--- config.mk ---
export PLATFORM = sky130hd
export DESIGN_NAME = pipe_skid_stage
export DESIGN_NICKNAME = d
export VERILOG_FILES = /design/src/rtl/pipe_skid_stage_pkg.sv /design/src/rtl/pipe_sat_counter.sv /design/src/rtl/pipe_skid_stage.sv
export SDC_FILE = /design/constraint.sdc
export NUM_CORES = 1
export LEC_CHECK = 0
export BUFFER_PORTS_ARGS = -buffer_cell sky130_fd_sc_hd__buf_2
export CORE_AREA = 3 3 114 127
export DETAILED_ROUTE_END_ITERATION = 16
export DIE_AREA = 0 0 117 130
export GPL_ROUTABILITY_DRIVEN = 0
export PLACE_DENSITY = 0.89
export SLEW_MARGIN = 20
export SYNTH_ARGS = -nofsm -noshare
export SYNTH_HDL_FRONTEND = slang
export SYNTH_SLANG_ARGS = --single-unit
--- constraint.sdc ---
create_clock -name clk_i -period 3.8 [get_ports clk_i]
set_input_delay 0.19 -clock clk_i [delete_from_list [all_inputs] [get_ports clk_i]]
set_output_delay 0.19 -clock clk_i [all_outputs]
set_load 0.05 [all_outputs]
--- src/rtl/pipe_skid_stage_pkg.sv ---
// Shared definitions for the pipeline skid stage: payload defaults,
// the NOP instruction used as the bubble, and the occupancy encoding.
package pipe_skid_stage_pkg;

  // Natural width of one payload channel (PC or instruction word).
  localparam int DATA_LEN = 32;

  // add x0,x0,x0 -- the canonical RISC-V NOP, used as the bubble payload.
  localparam logic [DATA_LEN-1:0] NOP_INST = 32'h0000_0033;

  // Number of payload entries currently held by the stage.
  typedef enum logic [1:0] {
    OCC_EMPTY = 2'd0,
    OCC_ONE   = 2'd1,
    OCC_TWO   = 2'd2
  } occ_e;

  // True while the stage still has a free entry for upstream.
  function automatic logic occ_has_room(input occ_e occ);
    return occ != OCC_TWO;
  endfunction

  // True while the stage holds at least one payload for downstream.
  function automatic logic occ_has_data(input occ_e occ);
    return occ != OCC_EMPTY;
  endfunction

endpackage

--- src/rtl/pipe_sat_counter.sv ---
// Saturating event counter used for the stage's stall/flush statistics.
// Only built when PIPE_SKID_STAGE_PERF_EN is defined; without that macro
// the stage has no counters and this module is not needed at all.
`ifdef PIPE_SKID_STAGE_PERF_EN
module pipe_sat_counter #(
  parameter int CNT_W = 32
) (
  input  logic             clk_i,
  input  logic             rst_i,
  input  logic             inc_i,
  output logic [CNT_W-1:0] cnt_o
);

  logic [CNT_W-1:0] cnt_q;

  // Count one per cycle with inc_i high, stick at all-ones, clear on reset.
  always_ff @(posedge clk_i or negedge rst_i) begin
    if (!rst_i) begin
      cnt_q <= '0;
    end else if (inc_i && (cnt_q != {CNT_W{1'b1}})) begin
      cnt_q <= cnt_q + CNT_W'(1);
    end
  end

  assign cnt_o = cnt_q;

endmodule
`endif

--- src/rtl/pipe_skid_stage.sv ---
// Multi-channel pipeline register with valid/ready handshake and a
// two-entry skid buffer. Ready toward upstream depends only on the
// registered occupancy and stall, so back-pressure never forms a
// combinational path from dn_ready_i to up_ready_o.
// Optional stall/flush performance counters: define PIPE_SKID_STAGE_PERF_EN.
module pipe_skid_stage
  import pipe_skid_stage_pkg::*;
#(
  parameter int                         DATA_W     = DATA_LEN,
  parameter int                         NUM_CH     = 2,
  parameter logic [NUM_CH*DATA_W-1:0]   BUBBLE_VAL = 64'h00000033_00000000,
  parameter int                         CNT_W      = 32
) (
  input  logic                       clk_i,
  input  logic                       rst_i,
  input  logic                       up_valid_i,
  output logic                       up_ready_o,
  input  logic [NUM_CH*DATA_W-1:0]   up_data_i,
  output logic                       dn_valid_o,
  input  logic                       dn_ready_i,
  output logic [NUM_CH*DATA_W-1:0]   dn_data_o,
  input  logic                       stall_i,
  input  logic                       flush_i,
  output logic [1:0]                 occ_o,
  output logic [CNT_W-1:0]           stall_cnt_o,
  output logic [CNT_W-1:0]           flush_cnt_o
);

  occ_e                       occ_q;
  logic [NUM_CH*DATA_W-1:0]   head_q;
  logic [NUM_CH*DATA_W-1:0]   skid_q;
  logic                       up_fire;
  logic                       dn_fire;

  // Handshake decode: both sides freeze while stalled.
  assign up_ready_o = occ_has_room(occ_q) & ~stall_i;
  assign dn_valid_o = occ_has_data(occ_q) & ~stall_i;
  assign up_fire    = up_valid_i & up_ready_o;
  assign dn_fire    = dn_valid_o & dn_ready_i;

  assign dn_data_o  = head_q;
  assign occ_o      = occ_q;

  // Occupancy FSM plus head/skid payload registers; flush beats everything.
  always_ff @(posedge clk_i or negedge rst_i) begin
    if (!rst_i) begin
      occ_q  <= OCC_EMPTY;
      head_q <= BUBBLE_VAL;
      skid_q <= BUBBLE_VAL;
    end else if (flush_i) begin
      occ_q  <= OCC_EMPTY;
      head_q <= BUBBLE_VAL;
      skid_q <= BUBBLE_VAL;
    end else begin
      case (occ_q)
        OCC_EMPTY: begin
          if (up_fire) begin
            head_q <= up_data_i;
            occ_q  <= OCC_ONE;
          end
        end
        OCC_ONE: begin
          if (up_fire && dn_fire) begin
            head_q <= up_data_i;
          end else if (up_fire) begin
            skid_q <= up_data_i;
            occ_q  <= OCC_TWO;
          end else if (dn_fire) begin
            occ_q  <= OCC_EMPTY;
          end
        end
        OCC_TWO: begin
          if (dn_fire) begin
            head_q <= skid_q;
            occ_q  <= OCC_ONE;
          end
        end
        default: begin
          occ_q <= OCC_EMPTY;
        end
      endcase
    end
  end

`ifdef PIPE_SKID_STAGE_PERF_EN
  pipe_sat_counter #(
    .CNT_W (CNT_W)
  ) u_stall_cnt (
    .clk_i (clk_i),
    .rst_i (rst_i),
    .inc_i (stall_i),
    .cnt_o (stall_cnt_o)
  );

  pipe_sat_counter #(
    .CNT_W (CNT_W)
  ) u_flush_cnt (
    .clk_i (clk_i),
    .rst_i (rst_i),
    .inc_i (flush_i),
    .cnt_o (flush_cnt_o)
  );
`else
  assign stall_cnt_o = '0;
  assign flush_cnt_o = '0;
`endif

endmodule

# Word level (Yosys, flattened, before mapping)
# Index checks and enable logic that the tools add are counted.
# W data, S select, Z words.
[totals]
regBits = 130
word_cells = 41
in_bits = 70
[classes]
mux = 15
reduce_logical = 9
eq_ne = 9
bitwise_logic = 5
[op_table]
columns = ["op", "n"]
rows = [
  ["$mux W64", 7],
  ["$pmux W64 S3", 1],
  ["$mux W2", 6],
  ["$ne A3 B3 Y1 const B", 4],
  ["$reduce_and A4 Y1", 2],
  ["$pmux W2 S3", 1],
  ["$reduce_bool A2 Y1", 3],
  ["$and A1 B1 Y1", 4],
  ["$ne A2 B2 Y1 const B", 2],
  ["$ne A4 B4 Y1 const B", 1],
  ["$reduce_bool A4 Y1", 1],
  ["$reduce_and A3 Y1", 1],
  ["$eq A2 B1 Y1 const B", 1],
  ["$eq A2 B2 Y1 const B", 1],
  ["$logic_not A2 Y1", 1],
  ["$logic_and A1 B1 Y1", 1],
  ["$not A1 Y1", 1],
]

# Longest topological paths before layout
[logic_depth]
word_depth = 8
mapped_depth = 7
depth_no_buf = 3

# Worst setup path after synthesis
# Ideal clock, no wire load.
[synth_timing]
kind = "reg-to-output"
startpoint = "register occ_q[1] (netlist: occ_o[1])"
endpoint = "output up_ready_o"
stages_incl_launch_ff = 6
setup_slack_ns = 1.672
t_arrival_ns = 1.938
t_required_ns = 3.610
n_path_buf = 3
path_cell_list = "dfrtp_1 clkbuf_1 and2b_1 buf_4 buf_2 nor2_1"
[synth_via]
elab_chain_len = 2
[synth_rtl]
columns = ["item", "line_no", "rtl"]
rows = [
  ["start: declaration", "pipe_skid_stage.sv:29", "occ_e occ_q;"],
  ["start signal: assignment", "pipe_skid_stage.sv:47", "occ_q <= OCC_EMPTY;"],
  ["start signal: assignment", "pipe_skid_stage.sv:51", "occ_q <= OCC_EMPTY;"],
  ["start signal: assignment", "pipe_skid_stage.sv:59", "occ_q <= OCC_ONE;"],
  ["$ne A2 B2 Y1", "pipe_skid_stage_pkg.sv:20", "return occ != OCC_TWO;"],
  ["$and A1 B1 Y1", "pipe_skid_stage.sv:36", "assign up_ready_o = occ_has_room(occ_q) & ~stall_i;"],
  ["end: declaration", "pipe_skid_stage.sv:17", "output logic up_ready_o,"],
]
# Every way passes these cells.

# Final worst setup path
[layout_timing]
startpoint = "register occ_q[1] (netlist: occ_o[1])"
endpoint = "register head_q[19] (netlist: dn_data_o[19])"
[layout_via]
elab_chain_len = 6
[layout_rtl]
columns = ["item", "line_no", "rtl"]
rows = [
  ["$ne A2 B2 Y1 / $reduce_bool A2 Y1 (equally long branches)", "pipe_skid_stage_pkg.sv:20, pipe_skid_stage_pkg.sv:25", ""],
  ["$and A1 B1 Y1, on equally long branches", "pipe_skid_stage.sv:36, pipe_skid_stage.sv:37", ""],
  ["$and A1 B1 Y1, on equally long branches", "pipe_skid_stage.sv:38, pipe_skid_stage.sv:39", ""],
  ["$logic_and A1 B1 Y1", "pipe_skid_stage.sv:63", "if (up_fire && dn_fire) begin"],
  ["$ne A3 B3 Y1 (no source line)", "n/a", ""],
  ["$reduce_and A4 Y1 (no source line)", "n/a", ""],
  ["end signal: assignment", "pipe_skid_stage.sv:58", "head_q <= up_data_i;"],
  ["end signal: assignment", "pipe_skid_stage.sv:64", "head_q <= up_data_i;"],
  ["end signal: assignment", "pipe_skid_stage.sv:74", "head_q <= skid_q;"],
  ["end: declaration", "pipe_skid_stage.sv:30", "logic [NUM_CH*DATA_W-1:0] head_q;"],
]
# Several ways; a longest one is shown, not always the timed one.
# A chain may end at the register's enable or synchronous reset.

==> summary.txt <==
CTS tree -> built
Post-route setup slack -> 1220 ps
Largest area contributor in the netlist -> dfrtp_1
Later-pin clock latency in the skew report -> 410 ps
Place WS -> 1270 ps
Critical path, cell by cell -> mux2_2 -> a21o_4 -> a311oi_2
F_max -> 387 MHz
Final Max Slew Viols -> 0
Clock Sinks -> 130
Resize count post-CTS -> 0
Worst r2r path cells -> 3
Yosys warns -> 0
GRT Util Overall -> 25.0%
Main flop type after synthesis -> dfrtp_1
Final WL -> 19400 um
DP Area -> 7560 sq um
Max Cap Viol -> 0
Drt pass-1 iters -> 5
Final ANT Viol Nets -> 0
Seq/Total Area, Yosys -> 45.3%
# rows -> 44
Setup violators final -> 0
Root buffer cell -> clkbuf_16
DIE AREA -> 15200 sq um
Slowest CP cell -> a21o_4
Critical path fanouts, max -> 60
Worst-margin pin slew -> 1140 ps
Vert. Die Dim -> 130 um
First-pass GRT wire length -> 29900 um
Vias -> 6169
Worst R2R Start -> occ_o[1]
Synth Cell Area -> 7210 sq um
Worst setup SP type -> register
Total of fill cells in the finished design -> 1083
DR WL/cell -> 19.3 um
Vias in the first global route -> 5922
Hold Startpoint -> up_data_i[33]
CTS Hold Buffers Added -> 1
Peak VDD IR -> 312 uV
DR iter-0 viols -> 524
Share of cells above drive strength 1 -> 30.0%
R2R setup slack -> 1220 ps
Unique masters post-synth -> 30
Crit path largest cell delay -> 840 ps
Dpl cells -> 971
Core area -> 13200 sq um
Pwr dens -> 478 nW/um^2
Post-route insts no fill -> 1005
Worst slew margin -> 24.3%
CP required -> 4030 ps
Tot Pwr -> 0.00390 W
DRC violation count after routing -> 0
Kind of critical path -> register to register
Post-synthesis register bit count -> 130
Nets@finish -> 901
Hold Crit Depth -> 2
Status -> finished, final reports clean
Final instance area -> 8170 sq um
Clock-pin slew on the worst setup and hold paths -> 60 ps
Fin crit share -> 68.0%
Post-synth EDFFs -> 0
Clock Skew -> 10.2 ps
Die extent in x -> 117 um
RSZ-0062 raised after global routing -> false
Post-DP HPWL -> 11400 um
Storage element area -> 3260 sq um
Initial antenna violation count -> 3
Most common cell in the netlist -> dfrtp_1
Post-synth top area share -> 42.3%
Starting Density -> 54.6%
Area Growth Syn to Fin -> 13.3%
CTS Buffer Depth -> 2
Area contributors post-synth -> dfrtp_1 42%, a311oi_2 12%, buf_4 6.9%, a211oi_1 6.7%, nand2_1 6.3%
CP endpoint kind -> register
Critical R2R Capture -> dn_data_o[19]
Drt via density -> 6.14
Total CTS buffers -> 17
Largest net degree at the start of global routing -> 135
WP data arrival -> 2810 ps
Port-buffer cells -> 137
Fraction of registers with async set/reset -> 100%
GR Overflow Total -> 0
Setup tns final -> 0 ps
Max H-tree Level -> 4
Hold WC Path Type -> input pin to register
Delay-heaviest family, CP -> compound AO/OA/AOI/OAI gates
Number of setup buffers added after CTS -> 0
Synth cell count leaders -> 122 x dfrtp_1, 121 x nand2_1, 66 x buf_4
Worst path bufs/invs -> 0
Crit path time final -> 2580 ps
Worst Hold End -> skid_q[33]
Leak -> 3.59 nW
Mean Syn Cell Area -> 9.60 sq um
Fin. Hold Viols -> 0
Multi-input logic area -> 3320 sq um
IO Pins -> 202
Synth Instances -> 751
-- area by class of cell --
cell class | count | share of cell area [%]
inverters | 2 | 0.0919
repair buffers | 148 | 9.88
flip-flops and latches | 130 | 39.9
multi-input cells | 532 | 40.7
diodes | 3 | 0.0919
well taps | 161 | 2.47
clock inverters | 3 | 0.245
clock buffers | 26 | 6.60
-- power by group --
| part | internal (W) | switching, W | total [W] |
|---|---|---|---|
| Clock | 0.000961 | 0.000562 | 0.00152 |
| Sequential | 0.00146 | 0.0000485 | 0.00151 |
| Combinational | 0.000197 | 0.000675 | 0.000872 |
| Total | 0.00262 | 0.00129 | 0.00390 |
-- cells by family (layout without fill, tap and decap cells) --
logic type	Yosys count	in the layout	share of synthesized area, %
buffers and inverters	152	179	12.5
other	1	67	0.0520
AND/OR/NAND/NOR	204	204	12.6
flip-flops	130	130	45.3
multiplexers	5	5	0.711
AO/OA/AOI/OAI	259	259	29.0
-- metrics by stage --
| step | utilization [%] | hold slack (ps) |
|---|---|---|
| floorplan | - | -106 |
| global placement | 57.2 | 419 |
| detailed placement | 57.3 | 417 |
| CTS | 61.6 | 13.9 |
| global route | 61.8 | 24.3 |
| finish | 61.8 | 27.4 |
-- sequential cells by signal, summed over array words and instances, names as in the netlist --
| name | count |
|---|---|
| dn_data_o | 64 |
| skid_q | 64 |
| occ_o | 2 |
-- layout by cell type, fill, tap and decap left out, types with 2 or more instances in the layout --
cell type and instances:
a21oi_1 63, buf_4 9, dfstp_2 8, dfrtp_1 122
diode_2 3, a311oi_2 60, clkbuf_8 8, nor2_1 9
a21boi_0 4, buf_2 135, clkinvlp_4 2, nand2_1 121
o21ai_0 62, nand3_1 60, clkbuf_16 17, mux2i_1 4
a211oi_1 64, conb_1 64, a211o_1 4, and3b_1 5
-- per-layer routing --
layer	track usage [%]	part of all wire [%]	vias up
met1	30.8	38	2991
met3	6.68	9.1	50
met2	41.4	50	363
met5	0	0.051	-
met4	10.5	3.0	2
li1	-	-	2763
-- worst max-delay path by stage --
| stage | from | to | slack (ps) | cells after the start |
|---|---|---|---|---|
| after floorplan | occ_o[1] | up_ready_o | 1670 | 5 |
| after global placement | dn_ready_i | dn_data_o[5] | 1320 | 4 |
| after detailed placement | dn_ready_i | dn_data_o[60] | 1270 | 4 |
| after CTS | occ_o[1] | dn_data_o[6] | 1270 | 3 |
| after global routing | occ_o[1] | dn_data_o[17] | 1080 | 3 |
| final | occ_o[1] | dn_data_o[19] | 1220 | 3 |
(Power assumes the default switching activity.)
